### src/rtl/dmem_arbiter.sv
// dmem_arbiter: shares the single-port DataRAM between the CPU MEM stage and a
// debug/loader port. The CPU wins contention until the debug port has lost
// MAX_WAIT consecutive cycles; the next cycle the debug port is forced onto
// the RAM and the CPU is stalled for that one cycle.
//
// Handshake: dbg_req is held by the requester until it sees dbg_gnt=1, which is
// the cycle the access is performed. A granted read returns its data one cycle
// later on dbg_rdata, qualified by a single-cycle dbg_rvalid pulse. A granted
// write completes in the grant cycle and produces no dbg_rvalid. The CPU has no
// ready signal; cpu_stall=1 means its access was not performed and must be held.
//
// state_o exposes the arbitration FSM: 2'd0 IDLE, 2'd1 WAIT, 2'd2 FORCE.
//
// Optional macro DMEM_ARB_STATS_EN adds saturating stall_cnt / force_cnt outputs.
module dmem_arbiter #(
  parameter int ADDR_W   = 6,
  parameter int DATA_W   = 32,
  parameter int MAX_WAIT = 4
) (
  input  logic              clk,
  input  logic              reset,
  input  logic              cpu_req,
  input  logic              cpu_we,
  input  logic [ADDR_W-1:0] cpu_addr,
  input  logic [DATA_W-1:0] cpu_wdata,
  output logic [DATA_W-1:0] cpu_rdata,
  output logic              cpu_stall,
  input  logic              dbg_req,
  input  logic              dbg_we,
  input  logic [ADDR_W-1:0] dbg_addr,
  input  logic [DATA_W-1:0] dbg_wdata,
  output logic              dbg_gnt,
  output logic [DATA_W-1:0] dbg_rdata,
  output logic              dbg_rvalid,
  output logic [ADDR_W-1:0] ram_a,
  output logic [DATA_W-1:0] ram_d,
  output logic              ram_we,
  input  logic [DATA_W-1:0] ram_spo,
  output logic [1:0]        state_o
`ifdef DMEM_ARB_STATS_EN
  ,
  output logic [15:0]       stall_cnt,
  output logic [15:0]       force_cnt
`endif
);

  typedef enum logic [1:0] {
    S_IDLE  = 2'd0,
    S_WAIT  = 2'd1,
    S_FORCE = 2'd2
  } state_t;

  localparam logic [7:0] MAX_WAIT_C = 8'(MAX_WAIT);

  state_t            state_q, state_d;
  logic [7:0]        wait_cnt_q, wait_cnt_d;
  logic [7:0]        cnt_inc;
  logic              both_req;
  logic [DATA_W-1:0] dbg_rdata_q;
  logic              dbg_rvalid_q;

  assign both_req = cpu_req & dbg_req;
  assign cnt_inc  = wait_cnt_q + 8'd1;

  // State register: arbitration state and lost-cycle counter.
  always_ff @(posedge clk) begin
    if (!reset) begin
      state_q    <= S_IDLE;
      wait_cnt_q <= 8'd0;
    end else begin
      state_q    <= state_d;
      wait_cnt_q <= wait_cnt_d;
    end
  end

  // Next state: count consecutive contention cycles lost by debug, force after MAX_WAIT.
  always_comb begin
    state_d    = state_q;
    wait_cnt_d = wait_cnt_q;
    case (state_q)
      S_IDLE, S_WAIT: begin
        if (both_req) begin
          wait_cnt_d = cnt_inc;
          state_d    = (cnt_inc == MAX_WAIT_C) ? S_FORCE : S_WAIT;
        end else begin
          wait_cnt_d = 8'd0;
          state_d    = S_IDLE;
        end
      end
      S_FORCE: begin
        wait_cnt_d = 8'd0;
        state_d    = S_IDLE;
      end
      default: begin
        wait_cnt_d = 8'd0;
        state_d    = S_IDLE;
      end
    endcase
  end

  // Outputs: grant decision, stall, and RAM port mux; RAM writes are blocked during reset.
  always_comb begin
    dbg_gnt   = dbg_req & (~cpu_req | (state_q == S_FORCE));
    cpu_stall = cpu_req & dbg_gnt;
    cpu_rdata = ram_spo;
    state_o   = state_q;
    if (dbg_gnt) begin
      ram_a  = dbg_addr;
      ram_d  = dbg_wdata;
      ram_we = reset & dbg_we;
    end else begin
      ram_a  = cpu_addr;
      ram_d  = cpu_wdata;
      ram_we = reset & cpu_we & cpu_req;
    end
  end

  // Debug read return: capture RAM data on a granted read, pulse rvalid next cycle.
  always_ff @(posedge clk) begin
    if (!reset) begin
      dbg_rdata_q  <= '0;
      dbg_rvalid_q <= 1'b0;
    end else if (dbg_gnt && !dbg_we) begin
      dbg_rdata_q  <= ram_spo;
      dbg_rvalid_q <= 1'b1;
    end else begin
      dbg_rvalid_q <= 1'b0;
    end
  end

  assign dbg_rdata  = dbg_rdata_q;
  assign dbg_rvalid = dbg_rvalid_q;

`ifdef DMEM_ARB_STATS_EN
  logic [15:0] stall_cnt_q;
  logic [15:0] force_cnt_q;
  logic        force_entry;

  assign force_entry = (state_d == S_FORCE) && (state_q != S_FORCE);

  // Statistics: saturating counts of CPU stall cycles and FORCE entries.
  always_ff @(posedge clk) begin
    if (!reset) begin
      stall_cnt_q <= 16'd0;
      force_cnt_q <= 16'd0;
    end else begin
      if (cpu_stall && (stall_cnt_q != 16'hFFFF)) stall_cnt_q <= stall_cnt_q + 16'd1;
      if (force_entry && (force_cnt_q != 16'hFFFF)) force_cnt_q <= force_cnt_q + 16'd1;
    end
  end

  assign stall_cnt = stall_cnt_q;
  assign force_cnt = force_cnt_q;
`endif

endmodule

### config.mk
export PLATFORM = sky130hd
export DESIGN_NAME = dmem_arbiter
export DESIGN_NICKNAME = d
export VERILOG_FILES = /design/src/rtl/dmem_arbiter.sv
export SDC_FILE = /design/constraint.sdc
export NUM_CORES = 1
export LEC_CHECK = 0
export BUFFER_PORTS_ARGS = -buffer_cell sky130_fd_sc_hd__buf_2
export CORE_AREA = 2 2 85 87
export CTS_BUF_LIST = sky130_fd_sc_hd__clkbuf_4 sky130_fd_sc_hd__clkbuf_8
export DETAILED_ROUTE_END_ITERATION = 10
export DIE_AREA = 0 0 87 89
export GPL_TIMING_DRIVEN = 1
export PLACE_DENSITY_LB_ADDON = 0.25
export SETUP_SLACK_MARGIN = 0.4
export SLEW_MARGIN = 20
export SYNTH_ARGS = -nofsm -noshare
export SYNTH_HDL_FRONTEND = slang
export SYNTH_SLANG_ARGS = --single-unit
### constraint.sdc
create_clock -name clk -period 1.4 [get_ports clk]
set_clock_uncertainty 0.05 [all_clocks]
set_input_delay 0.07 -clock clk [delete_from_list [all_inputs] [get_ports clk]]
set_output_delay 0.07 -clock clk [all_outputs]
set_load 0.02 [all_outputs]
==> impl_results.md <==
* Status: finished with violations
* Failing checks: setup timing
* Layout Nets at 570
* Top Metal Used: met4
* Area share of the largest cell type after synthesis at 0.393
* Startpoint types: flop
* Clock buffer depth at 2
* Initial DRC count at 50
* Clock root buffer: clkbuf_8
* Total Routing Usage GR at 0.191
* Post-Layout Cell Count at 536
* FF/Latch Area at 887 um^2
* Critical-path cell list: nand2b_4 -> a21boi_4 -> buf_12 -> clkbuf_16 -> mux2_4 -> buf_6
* Final worst setup slack at -0.410 ns
* Worst slew pin tran at 0.290 ns
* Via count at 2580
* Ys Warns at 0
* Mapped Nets at 312
* Via density at 4.81
* TritonCTS clock tree: done
* Ant diodes at 0
* First-pass GRT wire length at 11500 um
* Die footprint at 7740 um^2
* TritonCTS Buffers at 5
* Mean Syn Cell Area at 11.1 um^2
* Vias in the first global route at 2333
* Slowest Stage Delay on Critical Path at 0.32 ns
* Post-Synthesis Cell Area at 2190 um^2
* Hold slack final at 0.159 ns
* Slew HR at 0.805
* Synth area leader: dfxtp_1
* Worst VDD drop at 0.000643 V
* Die H at 89 um
* Routed wl met2 at 5160 um
* Hold wc startpoint: ram_spo[27]
* R2r startpoint: state_o[0]$_SDFF_PN0_
* Htree depth at 2
* Placed instance count at 468
* DRT Pass-1 Iters at 4
* Num ports at 222
* Worst setup EP type: output port
* Met3 wire len at 820 um
* Synth area leaders: dfxtp_1 (39%), mux2_2 (20%), a22o_1 (13%)
* Fmax at 553 MHz
* Reg clk slew, reported paths at 0.08 ns
* Grt total ovfl at 0
* WP data required at 1.28 ns
* Slowest CP cell: dfxtp_2
* Antenna violations before repair at 0
* Crit Path Class: flop to output port
* Setup Viol. Count Final at 73
* Post-synth top flop: dfxtp_1
* Launch point of the worst path: state_o[0]$_SDFF_PN0_
* Ys async rst share at 0
* Port Buf Inserts at 221
* Cells after Synth at 197
* Die extent in x at 87 um
* Most frequent cell after synthesis: dfxtp_1
* GP Congestion at 0.767
* Dpl hpwl at 5730 um
* Seq/Total Area, Yosys at 0.393
* Post-synth EDFFs at 0
* #FFs+latches synth at 43
* Final ANT Viol Nets at 0
* Max-slew violation count at 0
* LEAKAGE at 2.39 nW
* Pin count of the biggest net entering global routing at 20
* Row Count at 30
* Final min period at 1.81 ns
* Area growth syn-to-layout at 113%
* Filler cells at 505
* Number of max-cap violations at 0
* Clock Sinks at 43
* M1 WL at 2910 um
* Layout cell share with drive strength beyond 1 at 0.741
* Clk_lat worst skew at 0.29 ns
* Hold Path Class: input pin to flop
* Worst-path maximum fanout at 7
* Placed inst area at 3370 um^2
* Core Util, Final at 0.695
* Final WL at 9050 um
* Multi-input logic area at 1260 um^2
* Final Cycle Share at 1.29
* DRC at 0
* Post-Place Setup Slack at -0.125 ns
* RSZ-0062 raised after global routing: yes
* Post-synth top cells: dfxtp_1 (43), mux2_2 (38), buf_4 (35), a22o_1 (32), buf_6 (7)
* Cell variety after synth at 27
* Routed WL per cell at 16.9 um
* Starting density of the core at 0.326
* Power per cell area at 721 nW/um^2
* Fin area at 4670 um^2
* Core ar. at 6720 um^2
* Critical Path AT at 1.69 ns
* Final Hold Viols at 0
through the flow:
stage,power [mW],TNS (ns)
floorplan,1.91,0
CTS,3.22,-23.32
detailed placement,2.23,-3.57
global placement,2.22,-2.04
finish,3.37,-23.82
global route,3.49,-27.92
placed cells by master, fill, tap and decap left out, drive strengths merged, types with 3 or more instances in the layout:
master        instances
o21ai                 3
nand3                 5
or3                   3
mux2                 38
dlymetal6s4s          4
nor2                  6
buf                 256
dfxtp                43
clkbuf               10
a22o                 33
a21oi                 3
dlygate4sd3          28
and2                  4
inv                   3
sequential cells by signal, summed over array words and instances, names as in the netlist:
signal and flops:
dbg_rvalid 1, dbg_rdata 32, wait_cnt_q 8, state_o 2
cell type report:
class,instances,share of cell area
clock buffer,6,0.0163
multi-input combinational,110,0.270
timing repair buffer,293,0.499
clock inverter,2,0.00241
sequential,43,0.190
tap,80,0.0214
inverter,2,0.00161
per-layer routing:
| layer | global-route usage | up-vias |
|---|---|---|
| met2 | 0.380 | 128 |
| met5 | 0 | - |
| met4 | 0.0597 | 0 |
| met1 | 0.191 | 1232 |
| li1 | - | 1206 |
| met3 | 0.0517 | 14 |
critical path: cells and delay by family, from the launching register on:
family / cells / cell delay, ns
compound gates: 1 / 0.18
mux: 1 / 0.31
buf+inv: 3 / 0.44
flops: 1 / 0.32
simple gates: 1 / 0.15
power breakdown:
| part | total (mW) | switching, mW | leakage [nW] | internal, mW |
|---|---|---|---|---|
| clock | 0.789 | 0.419 | 0.0489 | 0.370 |
| sequential | 1.28 | 0.0229 | 0.356 | 1.26 |
| combinational | 1.30 | 0.563 | 1.98 | 0.738 |
repair_timing:
| item | CTS | global route |
|---|---|---|
| hold endpoints to repair | 32 | 0 |
| pin swaps | 23 | 24 |
| hold buffers | 32 | 0 |
| buffers inserted | 10 | 11 |
| cloned | 4 | 3 |
| gates resized for setup | 60 | 101 |
| endpoints found under the setup margin | 84 | 102 |
logic make-up (layout without fill, tap and decap cells):
logic type	count (synthesis)	count (layout)	share of synthesized area
buffers and inverters	44	303	0.160
adders and majority gates	1	1	0.00572
DFF	43	43	0.393
xor gates and xnor gates	3	3	0.0120
muxes	38	38	0.196
and+or+nand+nor	25	25	0.0669
AOI/OAI and AO/OA	43	43	0.167
path summary, 6_finish.rpt:
kind	end	slack [ns]	cells past startpoint
worst min-delay path	dbg_rdata[27]$_SDFFE_PN0P_	0.16	3
worst max-delay path	ram_d[15]	-0.41	6
worst max register to register	dbg_rdata[29]$_SDFFE_PN0P_	-0.32	8
worst min register to register	dbg_rdata[27]$_SDFFE_PN0P_	0.44	1
No activity file was read; power rests on OpenSTA's default activity.
